--- src/rtl/gpio_disp_pkg.sv ---
// Shared types and constants for the GPIO decimal display path.
package gpio_disp_pkg;

    // Conversion engine states
    typedef enum logic [1:0] {
        IDLE  = 2'd0,
        LOAD  = 2'd1,
        SHIFT = 2'd2,
        DONE  = 2'd3
    } state_t;

    // Segment patterns, active-low form, bit order gfedcba
    localparam logic [6:0] SEG_0     = 7'h40;
    localparam logic [6:0] SEG_1     = 7'h79;
    localparam logic [6:0] SEG_2     = 7'h24;
    localparam logic [6:0] SEG_3     = 7'h30;
    localparam logic [6:0] SEG_4     = 7'h19;
    localparam logic [6:0] SEG_5     = 7'h12;
    localparam logic [6:0] SEG_6     = 7'h02;
    localparam logic [6:0] SEG_7     = 7'h78;
    localparam logic [6:0] SEG_8     = 7'h00;
    localparam logic [6:0] SEG_9     = 7'h10;
    localparam logic [6:0] SEG_BLANK = 7'h7F;
    localparam logic [6:0] SEG_DASH  = 7'h3F;

    // Ten BCD nibbles cover the full 32-bit range; one shift per input bit
    localparam int BCD_DIGITS  = 10;
    localparam int BCD_W       = 40;
    localparam int SHIFT_COUNT = 32;

endpackage

--- src/rtl/seg7_decode.sv ---
// Combinational BCD digit to seven-segment pattern decoder.
// Dash wins over blank, blank wins over the digit value.
module seg7_decode
    import gpio_disp_pkg::*;
#(
    parameter int ACTIVE_LOW = 1
) (
    input  logic [3:0] digit,
    input  logic       blank,
    input  logic       dash,
    output logic [6:0] seg
);

    logic [6:0] pat_low;

    // Select the active-low pattern; non-decimal codes show blank
    always_comb begin
        pat_low = SEG_BLANK;
        if (dash) begin
            pat_low = SEG_DASH;
        end else if (!blank) begin
            case (digit)
                4'd0:    pat_low = SEG_0;
                4'd1:    pat_low = SEG_1;
                4'd2:    pat_low = SEG_2;
                4'd3:    pat_low = SEG_3;
                4'd4:    pat_low = SEG_4;
                4'd5:    pat_low = SEG_5;
                4'd6:    pat_low = SEG_6;
                4'd7:    pat_low = SEG_7;
                4'd8:    pat_low = SEG_8;
                4'd9:    pat_low = SEG_9;
                default: pat_low = SEG_BLANK;
            endcase
        end
    end

    assign seg = (ACTIVE_LOW != 0) ? pat_low : ~pat_low;

endmodule

--- src/rtl/gpio_bcd_display.sv ---
// Drives the eight seven-segment displays from the CPU gpio_out value.
// A sequential double-dabble engine converts the value to BCD; the
// segment patterns are registered only when a conversion completes, so
// seg_out holds the previous result for the whole conversion.
// Handshake: valid rises with the first completed conversion and stays
// high; busy is high from LOAD until the DONE edge; value_in is sampled
// only in LOAD, and any later change is picked up by the next IDLE compare.
module gpio_bcd_display
    import gpio_disp_pkg::*;
#(
    parameter int NUM_DIGITS    = 8,
    parameter int ACTIVE_LOW    = 1,
    parameter int BLANK_LEADING = 1
) (
    input  logic                    clk,
    input  logic                    rst,
    input  logic [31:0]             value_in,
    output logic [NUM_DIGITS*7-1:0] seg_out,
    output logic                    busy,
    output logic                    valid,
    output logic                    ovf
);

    localparam logic [6:0] BLANK_PAT = (ACTIVE_LOW != 0) ? SEG_BLANK : ~SEG_BLANK;
    localparam logic [4:0] LAST_CNT  = 5'(SHIFT_COUNT - 1);

    state_t                  state;
    logic [31:0]             shreg;
    logic [31:0]             last_value;
    logic [BCD_W-1:0]        bcd;
    logic [BCD_W-1:0]        bcd_adj;
    logic [4:0]              count;
    logic                    pending_first;
    logic                    ovf_next;
    logic                    zero_run;
    logic [NUM_DIGITS-1:0]   blank_vec;
    logic [NUM_DIGITS*7-1:0] seg_next;

    // Add-3 correction for every nibble that will overflow on the next shift
    always_comb begin
        bcd_adj = bcd;
        for (int i = 0; i < BCD_DIGITS; i++) begin
            if (bcd[4*i +: 4] >= 4'd5) begin
                bcd_adj[4*i +: 4] = bcd[4*i +: 4] + 4'd3;
            end
        end
    end

    // Anything in the top two nibbles means the value needs more than 8 digits
    assign ovf_next = |bcd[BCD_W-1:4*NUM_DIGITS];

    // Blank every digit above the most significant nonzero one; digit 0 always shows
    always_comb begin
        blank_vec = '0;
        zero_run  = 1'b1;
        for (int k = NUM_DIGITS - 1; k >= 1; k--) begin
            zero_run     = zero_run & (bcd[4*k +: 4] == 4'd0);
            blank_vec[k] = (BLANK_LEADING != 0) && zero_run;
        end
    end

    genvar g;
    generate
        for (g = 0; g < NUM_DIGITS; g++) begin : g_dec
            seg7_decode #(
                .ACTIVE_LOW(ACTIVE_LOW)
            ) u_dec (
                .digit(bcd[4*g +: 4]),
                .blank(blank_vec[g]),
                .dash (ovf_next),
                .seg  (seg_next[7*g +: 7])
            );
        end
    endgenerate

    // Conversion FSM with registered outputs
    always_ff @(posedge clk or posedge rst) begin
        if (rst) begin
            state         <= IDLE;
            shreg         <= '0;
            last_value    <= '0;
            bcd           <= '0;
            count         <= '0;
            pending_first <= 1'b1;
            seg_out       <= {NUM_DIGITS{BLANK_PAT}};
            busy          <= 1'b0;
            valid         <= 1'b0;
            ovf           <= 1'b0;
        end else begin
            case (state)
                IDLE: begin
                    if (pending_first || (value_in != last_value)) begin
                        state <= LOAD;
                    end
                end
                LOAD: begin
                    shreg         <= value_in;
                    last_value    <= value_in;
                    bcd           <= '0;
                    count         <= '0;
                    busy          <= 1'b1;
                    pending_first <= 1'b0;
                    state         <= SHIFT;
                end
                SHIFT: begin
                    bcd   <= {bcd_adj[BCD_W-2:0], shreg[31]};
                    shreg <= {shreg[30:0], 1'b0};
                    count <= count + 5'd1;
                    if (count == LAST_CNT) begin
                        state <= DONE;
                    end
                end
                DONE: begin
                    seg_out <= seg_next;
                    ovf     <= ovf_next;
                    valid   <= 1'b1;
                    busy    <= 1'b0;
                    state   <= IDLE;
                end
                default: state <= IDLE;
            endcase
        end
    end

endmodule

--- config.mk ---
export PLATFORM = sky130hd
export DESIGN_NAME = gpio_bcd_display
export DESIGN_NICKNAME = d
export VERILOG_FILES = /design/src/rtl/gpio_disp_pkg.sv /design/src/rtl/seg7_decode.sv /design/src/rtl/gpio_bcd_display.sv
export SDC_FILE = /design/constraint.sdc
export NUM_CORES = 1
export LEC_CHECK = 0
export CAP_MARGIN = 40
export CORE_MARGIN = 8
export CORE_UTILIZATION = 44
export DETAILED_ROUTE_END_ITERATION = 8
export HOLD_SLACK_MARGIN = 0.03
export PLACE_DENSITY_LB_ADDON = 0.08
export SYNTH_ARGS = -nofsm -noshare
export SYNTH_HDL_FRONTEND = slang
export SYNTH_HIERARCHICAL = 1
export SYNTH_SLANG_ARGS = --single-unit
--- constraint.sdc ---
create_clock -name clk -period 6.1 [get_ports clk]
set_input_delay 1.525 -clock clk [delete_from_list [all_inputs] [get_ports clk]]
set_output_delay 1.525 -clock clk [all_outputs]
set_load 0.05 [all_outputs]
; ---- Word level (Yosys, flattened, before mapping)
; Memory sizes are Yosys's and may differ from the RTL's.
; Cells that the tools add are included.
[totals]
mem_count = 8
romBits = 896
out_inout_bits = 59
wordCells = 97
latchBits = 0
reg_bits = 171
ram_bits = 0
[mem_list]
columns = name, depth, word_bits, read_ports, rd_clocked_by_memory_dff, wr, line
row1 = (name not given), 16, 7, 1, 0, 0, seg7_decode.sv:22  ; case (digit)
row2 = (name not given), 16, 7, 1, 0, 0, seg7_decode.sv:22
row3 = (name not given), 16, 7, 1, 0, 0, seg7_decode.sv:22
row4 = (name not given), 16, 7, 1, 0, 0, seg7_decode.sv:22
row5 = (name not given), 16, 7, 1, 0, 0, seg7_decode.sv:22
row6 = (name not given), 16, 7, 1, 0, 0, seg7_decode.sv:22
row7 = 2 more memories, n/a, n/a, n/a, n/a, n/a, n/a
[op_classes]
n_eq_ne = 7
div_mod_pow = 0
multipliers = 0
n_mux = 32
shift = 0
n_addsub = 11
n_reduce_logical = 13
bitwise = 6
order_cmp = 10
[op_table]
columns = cell, count
row1 = $mux W7, 15
row2 = $pmux W40 S2, 1
row3 = $pmux W32 S2, 1
row4 = $ge A4 B3 Y1 const B, 10
row5 = $add A4 B2 Y4 const B, 9
row6 = $mux W4, 9
row7 = $ne A32 B32 Y1, 1
row8 = $logic_not A4 Y1, 7
row9 = $pmux W5 S2, 1
row10 = $pmux W2 S4, 1
row11 = $reduce_or A8 Y1, 1
row12 = $and A1 B1 Y1, 6
row13 = $add A5 B1 Y5 const B, 1
row14 = $eq A5 B5 Y1 const B, 1
row15 = $eq A2 B2 Y1 const B, 2
row16 = $mux W2, 2
row17 = $ne A2 B2 Y1 const B, 2
row18 = $reduce_bool A2 Y1, 2
row19 = $add A3 B2 Y3 const B, 1
row20 = $mux W3, 1
row21 = $eq A2 B1 Y1 const B, 1
row22 = $logic_not A2 Y1, 1
row23 = $pmux W1 S2, 1
row24 = $reduce_and A2 Y1, 1
row25 = $logic_or A1 B1 Y1, 1

; ---- Depth between registers and ports, before layout
[depth]
word_depth = 9
ltp_mapped = 10
depth_no_buf = 10

; ---- Hierarchy
; The synthesis kept the hierarchy.
[by_module_without_submodules]
columns = module, area_per_inst_um2, instances, seq_area_each_um2, cells_each
row1 = gpio_bcd_display, 8069.0, 1, 4350.4, 670
row2 = seg7_decode (g_dec[0].u_dec ...), 231.5, 7, 0.0, 30
row3 = seg7_decode (g_dec[7].u_dec), 224.0, 1, 0.0, 31

; ---- Least setup slack after synthesis
; OpenSTA, ideal clock, no wires.
[synth_path]
path_type = register -> register
from = register bcd[29]
to = register seg_out[13]
setup_ps = 60
path_buffers = 0
synth_period_minus_slack_ps = 2794
arrival_ps = 2734
required_time_ps = 6040
path_stages_with_launch = 11
path_slack_ps = 3306
cell_sequence = dfrtp_1 inv_1 ha_1 nor3b_2 and3_2 and4_1 and3_1 and3_1 nor3_1 nor3_1 mux2_2
[synth_via]
elab_chain_len = 9
[synth_rtl]
columns = element, line
row1 = from (decl), gpio_bcd_display.sv:30  ; logic [BCD_W-1:0] bcd;
row2 = from (signal assigned), gpio_bcd_display.sv:106  ; bcd <= {bcd_adj[BCD_W-2:0], shreg[31]};
row3 = $logic_not A4 Y1, gpio_bcd_display.sv:57  ; zero_run = zero_run & (bcd[4*k +: 4] == 4'd0);
row4 = named net blank_vec[7], gpio_bcd_display.sv:36  ; logic [NUM_DIGITS-1:0] blank_vec;
row5 = $and A1 B1 Y1, gpio_bcd_display.sv:57
row6 = named net blank_vec[6], gpio_bcd_display.sv:36
row7 = $and A1 B1 Y1 (3 in series), gpio_bcd_display.sv:57
row8 = named net blank_vec[3], gpio_bcd_display.sv:36
row9 = $and A1 B1 Y1, gpio_bcd_display.sv:57
row10 = named net blank_vec[2], gpio_bcd_display.sv:36
row11 = $and A1 B1 Y1, gpio_bcd_display.sv:57
row12 = named net blank_vec[1], gpio_bcd_display.sv:36
row13 = $mux W7, seg7_decode.sv:21  ; end else if (!blank) begin
row14 = $mux W7, seg7_decode.sv:19  ; if (dash) begin
row15 = named net seg_next[13], gpio_bcd_display.sv:37  ; logic [NUM_DIGITS*7-1:0] seg_next;
row16 = to (signal assigned), gpio_bcd_display.sv:85  ; seg_out <= {NUM_DIGITS{BLANK_PAT}};
row17 = to (signal assigned), gpio_bcd_display.sv:114  ; seg_out <= seg_next;
row18 = to (decl), gpio_bcd_display.sv:18  ; output logic [NUM_DIGITS*7-1:0] seg_out,
; The timed path passes the listed nets, and every way through them passes these cells.
; A chain may end at the register's enable or synchronous reset.

; ---- Final worst setup path
; Ends and elaborated chain as after synthesis.

==> results.txt <==
Outcome: completed
Clk_lat worst skew: 0.42 ns
TritonCTS Sinks: 171
Initial Utilization: 44.3%
Core Box Area: 22400 sq um
Finished Layout Cells: 1284
Vias/cell: 5.23
Fin. Hold Viols: 0
Relative max-transition margin: 48.7%
Primary FF master, synth: dfrtp_1
Critical path arrival: 3.68 ns
Final Skew: 0.0104 ns
Worst setup SP type: flop
Setup tns final: 0 ns
Drt first pass iters: 6
H-Tree Level Count: 4
Avg Inst Size Synth: 10.9 sq um
Pwr Density: 394 nW/um^2
DRT Wirelength: 19800 um
Crit. Startpoint: bcd[29]$_DFFE_PP0P_
Main area contributors after synthesis: dfrtp_1 (29%), dfstp_2 (15%), mux2_2 (10%), ha_1 (9.5%), xnor2_1 (4.2%)
Die X: 166 um
Place WS: 2.68 ns
Vias in the first global route: 6926
Tightest Pin Transition: 0.770 ns
Drt wl/cell: 15.4 um
Initial antenna violation count: 0
Post-CTS sizing: 0
Clk buf depth: 2
FFs w/ async S/R, synth: 100%
Critical Path Max Stage Delay: 0.48 ns
Kind of critical path: flop to flop
Clk pin slew, worst setup/hold paths: 0.07 ns
Mapped Area: 9910 sq um
Crit-path slowest cell: dfrtp_1
Crit Path Max Fanout: 8
Post-synth EDFFs: 0
Final Cycle Share: 54.3%
Hold Buf Count CTS: 0
Seq/Total Area, Yosys: 43.9%
WP buf/inv: 1
ANT nets after route: 0
IO Port Bufs: 92
Area delta synth->final: 17.1%
Setup Fix Bufs, Post-CTS: 0
Crit path cell chain: inv_1 > ha_1 > nor3b_2 > and3_2 > and4_1 > and3_1 > and3_1 > nor3_1 > nor3_1 > mux2_2
Post-Syn Instances: 911
Detailed-placement wirelength estimate: 13300 um
Reg2Reg Setup Slack: 2.79 ns
Final Max Tran Viols: 0
# fillers: 2038
Vias: 6715
Post-Place Cells: 1252
GPL Wtd Cong: 0.749
Tot GR Track Use: 14.9%
Area leader, netlist: dfrtp_1
Yosys warning count: 6
Leak pwr: 4.82 nW
Post-Route Utilization: 51.9%
Cell variety after synth: 47
Max cap viols: 0
ANT cells: 0
Drt drc: 0
Worst Path Required: 6.46 ns
Min-Delay Path Class: flop to flop
Share of layout cells above drive strength 1: 21.7%
CTS tree: built
Launch point of the worst hold path: valid$_DFFE_PP0P_
Maximum VDD drop: 0.178 mV
Ports: 93
First-pass GRT wire length: 34700 um
Final setup fails: 0
Synth Register Bits: 171
Launching point of the worst reg2reg path: bcd[29]$_DFFE_PP0P_
Num CTS Buffers: 17
Site row count: 55
Chip Height: 166 um
Largest delay contributor family on the critical path: simple AND/OR/NAND/NOR gates
DR iter-0 viols: 250
Slack of the critical path: 2.79 ns
Root Buffer: clkbuf_16
RSZ-0062 raised after global routing: false
Die area: 27600 sq um
Pin count of the biggest net entering global routing: 71
CP endpoint kind: flop
Final min period: 3.31 ns
GR Overflow Total: 0
Max Clk Rate: 0.302 GHz
Nets: 1095
Post-synth top area share: 28.8%
==> cell usage after synthesis (8+ instances only) <==
cell type and number:
inv_1 53, nor4b_1 9, mux2i_1 40, nor3_1 20
dfrtp_1 114, nand2b_1 11, xor2_1 8, ha_1 75
o21a_1 8, o31ai_1 10, a21oi_1 63, dfstp_2 57
mux2_2 89, buf_6 8, nor3_4 8, o21ai_1 9
a32o_1 9, nor2_1 56, o22ai_1 26, clkbuf_1 19
xnor2_1 47, nand2_1 34, o21ai_0 60, buf_4 8
==> power by group <==
| group | switching, W | internal (W) | leakage (nW) |
|---|---|---|---|
| clock | 0.000459 | 0.000611 | 0.273 |
| sequential | 0.000217 | 0.00149 | 2.02 |
| combinational | 0.00108 | 0.000724 | 2.53 |
| total | 0.00175 | 0.00282 | 4.82 |
==> routing by layer <==
layer / up-vias / part of all wire [%] / wire [um] / global-route usage (%)
met5: - / 0 / 0 / 0
met4: 0 / 0.80 / 159 / 3.60
met3: 9 / 2.9 / 577 / 3.66
met2: 76 / 47 / 9310 / 24.5
met1: 3286 / 49 / 9780 / 19.5
li1: 3344 / - / - / -
==> placed cells by master (no fill, tap or decap), drive strengths merged, types with 2 or more instances in the layout <==
master / Yosys / layout
nand3: 3 / 3
xor2: 8 / 8
dfstp: 57 / 57
o31ai: 10 / 10
a32o: 9 / 9
nor3: 28 / 28
nor4: 2 / 2
dfrtp: 114 / 114
a21oi: 63 / 63
nand2b: 18 / 18
nor2: 56 / 56
nor4b: 9 / 9
o32ai: 5 / 5
a31oi: 2 / 2
nand4: 7 / 7
nand2: 34 / 34
buf: 29 / 9
o21a: 8 / 8
clkinvlp: 0 / 3
a211oi: 7 / 7
inv: 54 / 54
and2: 2 / 2
clkinv: 0 / 7
conb: 1 / 4
bufinv: 0 / 2
o21ai: 69 / 69
mux2: 90 / 90
o22ai: 26 / 26
clkdlybuf4s50: 0 / 92
xnor2: 47 / 47
nor3b: 8 / 8
and3: 5 / 5
mux2i: 40 / 40
ha: 75 / 75
clkbuf: 19 / 20
==> sequential cells by signal (all words and copies together), names as in the netlist <==
register       cells
busy               1
valid              1
count              5
seg_out           56
last_value        32
state              2
pending_first      1
ovf                1
shreg             32
bcd               40
==> stage by stage <==
stage | hold slack [ns] | instance area [sq um] | total power, W
2_1_floorplan | 0.444 | 9920 | 0.00305
3_3_place_gp | 0.449 | 11000 | 0.00353
3_5_place_dp | 0.451 | 11000 | 0.00355
4_1_cts | 0.471 | 11600 | 0.00464
5_1_grt | 0.489 | 11600 | 0.00485
6_report | 0.467 | 11600 | 0.00457
==> path summary, 6_finish.rpt <==
kind	end	depth (start not counted)
max	seg_out[13]$_DFFE_PP1P_	10
min	valid$_DFFE_PP0P_	1
max reg2reg	seg_out[13]$_DFFE_PP1P_	10
min reg2reg	valid$_DFFE_PP0P_	1
max in group asynchronous	seg_out[48]$_DFFE_PP1P_	3
min in group asynchronous	last_value[27]$_DFFE_PP0P_	2
==> cell families (layout without fill, tap and decap cells) <==
kind of cell	after synthesis	after routing	synth area share, %
AOI/OAI and AO/OA	201	201	12.2
and+or+nand+nor	176	176	10.4
DFF	171	171	43.9
muxes	130	130	14.3
buffers and inverters	102	187	4.86
adders and majority gates	75	75	9.47
xor gates and xnor gates	55	55	4.86
other	1	4	0.0378
==> cell type report <==
cell class                      instances  area, sq um  share of cell area (%)
Clock buffer                           20          447                    3.85
Clock inverter                         12          124                    1.07
Inverter                               54          208                    1.79
Multi-Input combinational cell        641         5110                    44.1
Sequential cell                       171         4350                    37.5
Tap cell                              285          357                    3.07
Timing Repair Buffer                  101         1010                    8.69
(Power assumes the default switching activity.)
